### src/rtl/cas_lock_pkg.sv
// rtl/cas_lock_pkg.sv - shared loader states and serial CRC-8 step for the CAS-Lock key loader
package cas_lock_pkg;

    typedef enum logic [2:0] {
        S_IDLE,
        S_SHIFT,
        S_CRC,
        S_CHECK,
        S_DONE,
        S_ERROR,
        S_LOCKOUT
    } cas_ld_state_e;

    localparam logic [7:0] CAS_CRC_POLY = 8'h07;
    localparam int         CAS_CRC_W    = 8;

    function automatic logic [CAS_CRC_W-1:0] cas_crc8_step(
        input logic [CAS_CRC_W-1:0] crc,
        input logic                 b
    );
        logic fb;
        fb = crc[CAS_CRC_W-1] ^ b;
        return {crc[CAS_CRC_W-2:0], 1'b0} ^ (fb ? CAS_CRC_POLY : 8'h00);
    endfunction

endpackage

### src/rtl/cas_crc8_serial.sv
// rtl/cas_crc8_serial.sv - one-bit-per-cycle CRC-8 register; residue is zero after a matching CRC byte
module cas_crc8_serial
    import cas_lock_pkg::*;
(
    input  logic                 clk,
    input  logic                 rst,
    input  logic                 clr,
    input  logic                 en,
    input  logic                 bit_in,
    output logic [CAS_CRC_W-1:0] residue
);

    logic [CAS_CRC_W-1:0] r_crc;

    always_ff @(posedge clk) begin
        if (rst || clr) begin
            r_crc <= '0;
        end else if (en) begin
            r_crc <= cas_crc8_step(r_crc, bit_in);
        end
    end

    assign residue = r_crc;

endmodule

### src/rtl/cas_key_loader.sv
// rtl/cas_key_loader.sv - serial CAS-Lock key loader with CRC check and lockout (CRC build: CAS_KEY_CRC_EN)
module cas_key_loader
    import cas_lock_pkg::*;
#(
    parameter int KEY_W    = 64,
    parameter int MAX_FAIL = 3
) (
    input  logic                          clk,
    input  logic                          rst,
    input  logic                          start,
    input  logic                          zeroize,
    input  logic                          key_sdata,
    input  logic                          key_svalid,
    output logic                          key_sready,
    output logic [KEY_W-1:0]              key_out,
    output logic                          key_valid,
    output logic                          key_err,
    output logic                          lockout,
    output logic                          busy,
    output logic [$clog2(MAX_FAIL+1)-1:0] fail_cnt
);

    localparam int                 FC_W     = $clog2(MAX_FAIL + 1);
    localparam int                 CNT_W    = $clog2(KEY_W + CAS_CRC_W);
    localparam logic [CNT_W-1:0]   LAST_KEY = CNT_W'(KEY_W - 1);
    localparam logic [CNT_W-1:0]   LAST_CRC = CNT_W'(CAS_CRC_W - 1);
    localparam logic [FC_W-1:0]    FAIL_LIM = FC_W'(MAX_FAIL);
`ifdef CAS_KEY_CRC_EN
    localparam cas_ld_state_e      S_AFTER_KEY = S_CRC;
`else
    localparam cas_ld_state_e      S_AFTER_KEY = S_CHECK;
`endif

    cas_ld_state_e    r_state, w_next;
    logic [CNT_W-1:0] r_cnt;
    logic [KEY_W-1:0] r_shadow, r_key;
    logic             r_valid, r_err;
    logic [FC_W-1:0]  r_fail, w_fail_inc;
    logic             w_xfer, w_zero, w_start_ok, w_pass;

    assign key_sready = (r_state == S_SHIFT) || (r_state == S_CRC);
    assign w_xfer     = key_svalid && key_sready;
    assign w_zero     = zeroize && (r_state != S_LOCKOUT);
    assign w_start_ok = start && !zeroize &&
                        ((r_state == S_IDLE) || (r_state == S_DONE) || (r_state == S_ERROR));
    assign w_fail_inc = (r_fail == FAIL_LIM) ? r_fail : r_fail + FC_W'(1);

`ifdef CAS_KEY_CRC_EN
    logic [CAS_CRC_W-1:0] w_residue;

    cas_crc8_serial u_crc (
        .clk     (clk),
        .rst     (rst),
        .clr     (w_zero || w_start_ok),
        .en      (w_xfer),
        .bit_in  (key_sdata),
        .residue (w_residue)
    );

    assign w_pass = (w_residue == '0);
`else
    assign w_pass = 1'b1;
`endif

    always_comb begin
        w_next = r_state;
        if (w_zero) begin
            w_next = S_IDLE;
        end else begin
            case (r_state)
                S_IDLE, S_DONE, S_ERROR: if (w_start_ok) w_next = S_SHIFT;
                S_SHIFT:   if (w_xfer && (r_cnt == LAST_KEY)) w_next = S_AFTER_KEY;
                S_CRC:     if (w_xfer && (r_cnt == LAST_CRC)) w_next = S_CHECK;
                S_CHECK:   w_next = w_pass ? S_DONE
                                  : ((w_fail_inc == FAIL_LIM) ? S_LOCKOUT : S_ERROR);
                S_LOCKOUT: w_next = S_LOCKOUT;
                default:   w_next = S_IDLE;
            endcase
        end
    end

    // Shadow fills from the top so the first received bit lands in bit 0.
    always_ff @(posedge clk) begin
        if (rst) begin
            r_state  <= S_IDLE;
            r_cnt    <= '0;
            r_shadow <= '0;
            r_key    <= '0;
            r_valid  <= 1'b0;
            r_err    <= 1'b0;
            r_fail   <= '0;
        end else begin
            r_state <= w_next;
            if (w_zero || w_start_ok) begin
                r_cnt    <= '0;
                r_shadow <= '0;
                r_key    <= '0;
                r_valid  <= 1'b0;
                r_err    <= 1'b0;
            end else begin
                if (w_xfer) begin
                    if (r_state == S_SHIFT) begin
                        r_shadow <= {key_sdata, r_shadow[KEY_W-1:1]};
                    end
                    r_cnt <= (w_next != r_state) ? '0 : r_cnt + CNT_W'(1);
                end
                if (r_state == S_CHECK) begin
                    r_shadow <= '0;
                    if (w_pass) begin
                        r_key   <= r_shadow;
                        r_valid <= 1'b1;
                    end else begin
                        r_fail <= w_fail_inc;
                        r_err  <= 1'b1;
                    end
                end
            end
        end
    end

    assign key_out   = r_key;
    assign key_valid = r_valid;
    assign key_err   = r_err;
    assign fail_cnt  = r_fail;
    assign lockout   = (r_state == S_LOCKOUT);
    assign busy      = (r_state == S_SHIFT) || (r_state == S_CRC) || (r_state == S_CHECK);

endmodule
### config.mk
export PLATFORM = sky130hd
export DESIGN_NAME = cas_key_loader
export DESIGN_NICKNAME = d
export VERILOG_FILES = /design/src/rtl/cas_lock_pkg.sv /design/src/rtl/cas_crc8_serial.sv /design/src/rtl/cas_key_loader.sv
export SDC_FILE = /design/constraint.sdc
export NUM_CORES = 1
export LEC_CHECK = 0
export BUFFER_PORTS_ARGS = -buffer_cell sky130_fd_sc_hd__buf_2
export CORE_UTILIZATION = 56
export DETAILED_ROUTE_END_ITERATION = 8
export GPL_ROUTABILITY_DRIVEN = 1
export MAX_ROUTING_LAYER = met4
export PLACE_DENSITY = 0.78
export SLEW_MARGIN = 20
export SYNTH_ARGS = -nofsm -noshare
export SYNTH_HDL_FRONTEND = slang
export SYNTH_HIERARCHICAL = 1
export SYNTH_SLANG_ARGS = --single-unit
### constraint.sdc
create_clock -name clk -period 1.7 [get_ports clk]
set_input_delay 0 -clock clk [delete_from_list [all_inputs] [get_ports clk]]
set_output_delay 0 -clock clk [all_outputs]
set_load 0.01 [all_outputs]
# After elaboration in Yosys (flattened, before gate mapping)
# Cells that the tools add are included.
# classes
n_eq_ne	10
n_reduce_logical	17
addsub	1
n_mux	6
# ops
cell	n
$pmux 3 s5	1
$mux 3	4
$eq 3x3->1 const B	3
$add 7x1->7 const B	1
$eq 7x3->1 const B	1
$eq 7x6->1 const B	1
$mux 7	1
$eq 3x2->1 const B	2
$logic_and 1x1->1	6
$reduce_or 3->1	2
$logic_or 1x1->1	5
$eq 3x1->1 const B	1
$logic_not 3->1	1
$ne 3x3->1	1
$ne 3x3->1 const B	1
$reduce_and 2->1	1
$reduce_or 2->1	1
$logic_not 1->1	1
# word_totals
output_inout_bits	71
ff_bits	139
inputBits	6

# Longest topological paths before layout
# Gate-level depths: netlist (run 1).
# logic_depth
depth_word	9
depth_mapped	7
ltp_nobuf	5

# Worst setup path before layout (run 1)
# Ideal clock, no wire load.
# synth_path
kind	register to register
from	reg r_cnt[0]
to	reg r_cnt[2]
n_path_buf	0
t_arrival_ps	1313
slack_ps	253
path_stages_with_launch	6
setup_time_ps	133
required_ps	1567
path_cell_list	dfxtp_1 ha_1 and3b_1 nand4_1 a21oi_1 a311oi_1
# synth_between
elab_chain_len	7
word_cells_on_any_way	11
cone_classes	add/sub (1); eq/ne (3); mux (5); reduce/logical (2)
# synth_lines
element	line	rtl
start, declared	cas_key_loader.sv:35	logic [CNT_W-1:0] r_cnt;
start signal, assigned	cas_key_loader.sv:105	r_cnt <= (w_next != r_state) ? '0 : r_cnt + CNT_W'(1);
$eq 7x3->1 or $eq 7x6->1 (tied branches)	cas_key_loader.sv:73, cas_key_loader.sv:72	
$logic_and 1x1->1 (on tied branches)	cas_key_loader.sv:73, cas_key_loader.sv:72	
$mux 3 (on tied branches)	cas_key_loader.sv:73, cas_key_loader.sv:72	
$pmux 3 s5	cas_key_loader.sv:70	case (r_state)
$mux 3	cas_key_loader.sv:67	if (w_zero) begin
$ne 3x3->1	cas_key_loader.sv:105	
$mux 7 (*)	cas_key_loader.sv:105	
# Every way passes the cells marked *; elsewhere a longest branch is shown, timed or not.
# A chain may end at the register's enable or synchronous reset.

# Worst setup path in the final report (run 1)
# layout_path
from	reg r_cnt[6]
to	reg r_cnt[4]
# layout_between
elab_chain_len	7
word_cells_on_any_way	10
cone_classes	eq/ne (3); mux (5); reduce/logical (2)
# layout_lines
element	line
$eq 7x3->1 or $eq 7x6->1 (tied branches)	cas_key_loader.sv:73, cas_key_loader.sv:72
$logic_and 1x1->1 (on tied branches)	cas_key_loader.sv:73, cas_key_loader.sv:72
$mux 3 (on tied branches)	cas_key_loader.sv:73, cas_key_loader.sv:72
$pmux 3 s5 (*)	cas_key_loader.sv:70
$mux 3 (*)	cas_key_loader.sv:67
$ne 3x3->1 (*)	cas_key_loader.sv:105
$mux 7 (*)	cas_key_loader.sv:105
# Marks and branches as above.

==> metrics.txt, run 1 <==
CTS Sinks about 140; Clock Tree Root clkbuf_8; HPWL Detailed 7395 um; Slowest-stage cell, CP dfxtp_1; Routed Antenna Nets 0; EDFF count, synth 0; Yosys top cell by area dfxtp_1; syn_area_per_cell 7.995 um^2; Leakage 2.283 nW; CP Max Fanout 8; initial antenna violation count 0; PwrDens around 1100 mW/mm^2; crit path DAT 2.01 ns; gr usage total about a quarter; Die H 99.22 um; vias in the first global route 4291; die area between 0.009 and 0.01 mm^2; # setup viols final 0; WS Path Type register to register; final hold viol count 0; top post-synthesis cells by count nand2_1 (265), dfxtp_1 (139), a21oi_1 (131), buf_2 (30), nor2_1 (12); largest cells by area after synthesis dfxtp_1 (53%), nand2_1 (19%), a21oi_1 (12%); Seq/Total Area, Yosys 52.58%; Row Count 35; Synth cell types 47; VDD IR max 0.5871 mV; yosys warns 6; status completed; H-tree levels 4; die width 99.22 um; CTS clock-pin slew for the worst setup and hold paths 0.06 ns; first-pass GRT wire length 19230 um; final core occ 70.56%; ratio of cells with drive above 1 in the final layout around 20%; violation count after the first detailed-route iteration 260; drt pass-1 iters 5; FF+latch count, synth 139; Yosys top cell area share 52.58%; largest net degree at the start of global routing 42; Cells after Synth 662; core footprint between 0.009 and 0.01 mm^2; most frequent cell after synthesis nand2_1; Diodes inserted 0; I/O Pins 77; Overflow after GRT 0; placed cell count 817; Critical Path RT between 2 and 2.5 ns; endpoint type of the worst setup path register; Num CTS Buffers 17; FMAX 617.5 MHz; Via-to-Cell Ratio 5.453; Placer Congestion 0.8267; Initial Utilization 57.55%; non-filler instance count after layout around 860; routed wire length 11550 um; crit-path most repeated cell buf_4; pins over their slew limit 0; Fin Setup TNS 0 ns; clock latency on the worst-skew pair 0.51 ns; fin crit period 1.619 ns; hold crit path type input port to register; CTS tree done; Max-Cap Viols 0; cells along the critical path nor4_1 -> buf_4 -> a41oi_4 -> buf_4 -> o211ai_1 -> a311oi_1; Area Overhead vs Synth 22.60%; Clock Skew roughly 0.0057 ns; top_reg_cell synth dfxtp_1; via count 4673; DR WL/cell approximately 13 um; # DRC 0; Nets 741; CTS Buffer Depth 2; I/O Buffers 73; Syn Std Cell Area approximately 0.0053 mm^2; Crit path largest cell delay 0.33 ns; period utilization 95.26%; fraction of registers with async set/reset 0%; startpoint types register
[critical path: cells and delay by family, from the launching register on]
family	cells	cell delay (ns)
and+or+nand+nor	1	0.30
DFF	1	0.33
AOI/OAI and AO/OA	3	0.49
buffers and inverters	2	0.37
[where the power goes]
| part | internal, mW | switching (mW) | total (mW) |
|---|---|---|---|
| logic | 0.0548 | 0.122 | 0.176 |
| registers | 3.26 | 0.00353 | 3.26 |
| clock network | 2.39 | 1.39 | 3.78 |
[timing repair]
item                       in CTS  in global routing
setup endpoints to repair       0                  7
resized for setup               0                  5
hold buffers                    4                  0
setup buffers                   0                  5
hold endpoints to repair        6                  0
[flip-flops by register name (all words and copies together) (netlist names)]
| name | cells |
|---|---|
| key_out | 64 |
| key_valid | 1 |
| r_cnt | 7 |
| r_shadow | 64 |
| r_state | 3 |
[path summary, 6_finish.rpt]
path                       startpoint                        to  slack [ns]  depth (start not counted)
min reg2reg  key_out[22]$_SDFFE_PP0P_  key_out[22]$_SDFFE_PP0P_        0.45                          2
max             r_cnt[6]$_SDFFE_PP0P_     r_cnt[4]$_SDFFE_PP0P_        0.08                          6
max reg2reg     r_cnt[6]$_SDFFE_PP0P_     r_cnt[4]$_SDFFE_PP0P_        0.08                          6
min                        key_svalid     r_state[0]$_SDFF_PP0_        0.11                          5
[layer usage]
metal,GRT usage (%),part of all wire [%]
met1,30.23,44
met2,40.92,49
met4,9.955,1.4
met3,5.341,5.4
met5,-,0
[metrics by stage]
| step | area, um^2 | total power [mW] | setup slack [ns] | hold WS (ns) |
|---|---|---|---|---|
| global route | 6489 | 7.422 | -0.03331 | 0.1062 |
| finish | 6489 | 7.216 | 0.08063 | 0.1078 |
| detailed placement | 5777 | 3.497 | 0.03871 | 0.1852 |
| global placement | 5777 | 3.495 | 0.07621 | 0.1848 |
| floorplan | 5300 | 3.457 | 0.2534 | 0.07176 |
| CTS | 6427 | 7.258 | 0.008568 | 0.06786 |
[logic make-up (layout without fill, tap and decap cells)]
group	Yosys count	count (layout)	share of synthesized area (%)
AOI/OAI and AO/OA	162	162	17.94
xor gates and xnor gates	1	1	0.1655
adders and majority gates	1	1	0.2364
buffers and inverters	54	136	5.768
DFF	139	139	52.58
other	1	3	0.07085
and+or+nand+nor	304	304	23.24
[cell usage in the layout, fill, tap and decap left out, drive strengths merged, types with 3 or more instances in the layout]
cell,n
a21oi,132
a311oi,5
and2,3
buf,99
bufinv,4
clkbuf,18
clkinv,3
clkinvlp,4
conb,3
dfxtp,139
dlygate4sd3,4
inv,4
nand2,265
nand2b,4
nand3,4
nor2,12
nor2b,3
o211ai,9
o21ai,6
[cell type report]
class / instances / area (um^2)
clock inverter: 13 / 192.7
clock buffer: 18 / 417.9
tap: 111 / 138.9
inverter: 2 / 7.507
sequential: 139 / 2784
multi-input combinational: 471 / 2247
fill: 697 / 2708
timing repair buffer: 103 / 700.7
(Power assumes the default switching activity.)
==> run 2, diff against run 1 <==
--- a/config.mk
+++ b/config.mk
@@ -6,6 +6,7 @@
 export NUM_CORES = 1
 export LEC_CHECK = 0
 export BUFFER_PORTS_ARGS = -buffer_cell sky130_fd_sc_hd__buf_2
+export CORE_MARGIN = 3
 export CORE_UTILIZATION = 56
 export DETAILED_ROUTE_END_ITERATION = 8
 export GPL_ROUTABILITY_DRIVEN = 1
==> metrics.txt, run 2 (synthesized netlist as in run 1, its figures left out) <==
highest-count cells in the layout ignoring fill and taps nand2_1 (264), dfxtp_1 (136), a21oi_1 (130); die area 0.01065 mm^2 (+8.2%); # setup viols final 0 (unchanged); Nets 734 (-0.94%); crit path DAT 1.94 ns (-0.07 ns); non-filler instance count after layout 847 (-1.2%); Clock Tree Root clkbuf_8; Num CTS Buffers 17 (unchanged); # DRC 0 (unchanged); Psw 1.467 mW (-3.1%); first-pass GRT wire length 19270 um (+0.21%); period utilization 91.42% (-3.8 points); HPWL Detailed 7265 um (-1.8%); gr usage total 23.77% (-1.3 points); via count 4618 (-1.2%); I/O Buffers 73 (unchanged); Comb power frac 2.5% (about the same); largest net degree at the start of global routing 43 (+2.4%); Die H 103.2 um (+4.0%); CTS clock-pin slew for the worst setup and hold paths 0.06 ns (about the same); clock latency on the worst-skew pair 0.52 ns (about the same); H-tree levels 4 (unchanged); CTS tree done; Sw Share 21.15% (+0.16 points); PwrDens 1092 mW/mm^2 (-1.8%); Max-Cap Viols 0 (unchanged); FMAX 643.4 MHz (+4.2%); VDD IR max 0.5224 mV (-11%); final hold viol count 0 (unchanged); Via-to-Cell Ratio 5.452 (about the same); endpoint type of the worst setup path register; drt pass-1 iters 5 (unchanged); ratio of cells with drive above 1 in the final layout 19.49% (-0.49 points); routed wire length 11690 um (+1.2%); violation count after the first detailed-route iteration 260 (unchanged); placed cell count 810 (-0.86%); Overflow after GRT 0 (unchanged); CTS Sinks 139 (unchanged); Clock power frac 50.5% (-1.8 points); CP Max Fanout 8 (unchanged); Area Overhead vs Synth 20.12%; Clock Skew 0.007283 ns (+0.001581 ns); Leakage 2.226 nW (-2.5%); hold crit path type input port to register; die width 103.2 um (+4.0%); most common cell after layout, fill and taps aside nand2_1; core footprint 0.008934 mm^2 (-2.9%); fin crit period 1.554 ns (-0.06524 ns); setup repair after global routing missed its margin no; I/O Pins 77 (unchanged); WS Path Type register to register; vias in the first global route 4318 (+0.63%); Critical Path RT 2.09 ns (about the same); Routed Antenna Nets 0 (unchanged); sequential share of power 47.0% (+1.8 points); Row Count 34 (-2.9%); pins over their slew limit 0 (unchanged); internal power 5.472 mW (-4.0%); startpoint types register; Initial Utilization 59.24% (+1.7 points); DR WL/cell 13.80 um (+2.4%); initial antenna violation count 0 (unchanged); CTS Buffer Depth 2 (unchanged); Placer Congestion 0.8276 (+0.11%); Fin Setup TNS 0 ns (unchanged); status completed; Diodes inserted 0 (unchanged)
[run 2: layout make-up]
| type | instances | area, um^2 |
|---|---|---|
| sequential | 139 | 2786 |
| fill | 721 | 2576 |
| multi-input combinational | 471 | 2238 |
| timing repair buffer | 96 | 623.1 |
| clock buffer | 21 | 449.2 |
| tap | 108 | 135.1 |
| clock inverter | 10 | 117.6 |
| inverter | 2 | 7.507 |
[run 2: path summary, 6_finish.rpt]
path / to / cells after the start / slack [ns] / startpoint
hold / removal: r_state[0]$_SDFF_PP0_ / 5 / 0.08 / key_svalid
setup reg to reg: r_cnt[3]$_SDFFE_PP0P_ / 5 / 0.15 / r_cnt[6]$_SDFFE_PP0P_
hold reg to reg: key_out[12]$_SDFFE_PP0P_ / 2 / 0.45 / key_out[12]$_SDFFE_PP0P_
setup / recovery: r_cnt[3]$_SDFFE_PP0P_ / 5 / 0.15 / r_cnt[6]$_SDFFE_PP0P_
[run 2: worst max-delay path, stage by stage, from the launching register on]
cell and delay, ns:
dfxtp_1 0.34, nor4_2 0.39, a41oi_2 0.18, buf_4 0.20
o211ai_1 0.20, a311oi_1 0.11
[run 2: power by group through the flow]
stage	combinational [mW]	clock, mW	sequential [mW]
finish	0.172	3.50	3.26
global route	0.187	3.71	3.26
CTS	0.165	3.55	3.26
detailed placement	0.158	0	3.33
global placement	0.155	0	3.33
floorplan	0.125	0	3.33
[run 2: timing repair]
action,in CTS,in global routing
setup endpoints to repair,0,80
hold buffers,4,0
setup buffers,0,2
resized for setup,0,7
endpoints found under the hold margin,6,0
[run 2: per-layer routing]
layer,share of wire (%),track usage (%),vias to the layer above
met3,5.6,6.573,17
met1,43,27.56,2155
met2,50,39.62,148
li1,-,-,2298
met5,0,-,-
met4,0.99,8.466,0
[run 2: through the flow]
step | utilization, % | setup slack [ns] | hold WS, ns | power (mW) | cell area, um^2
4_1_cts | 70.80 | 0.02135 | 0.05861 | 6.978 | 6325
6_report | 71.16 | 0.1459 | 0.07839 | 6.940 | 6357
2_1_floorplan | - | 0.2534 | 0.07176 | 3.457 | 5300
3_3_place_gp | 64.01 | 0.03050 | 0.1691 | 3.489 | 5718
5_1_grt | 71.16 | 0.04635 | 0.07085 | 7.155 | 6357
3_5_place_dp | 64.01 | 0.02826 | 0.1754 | 3.492 | 5718
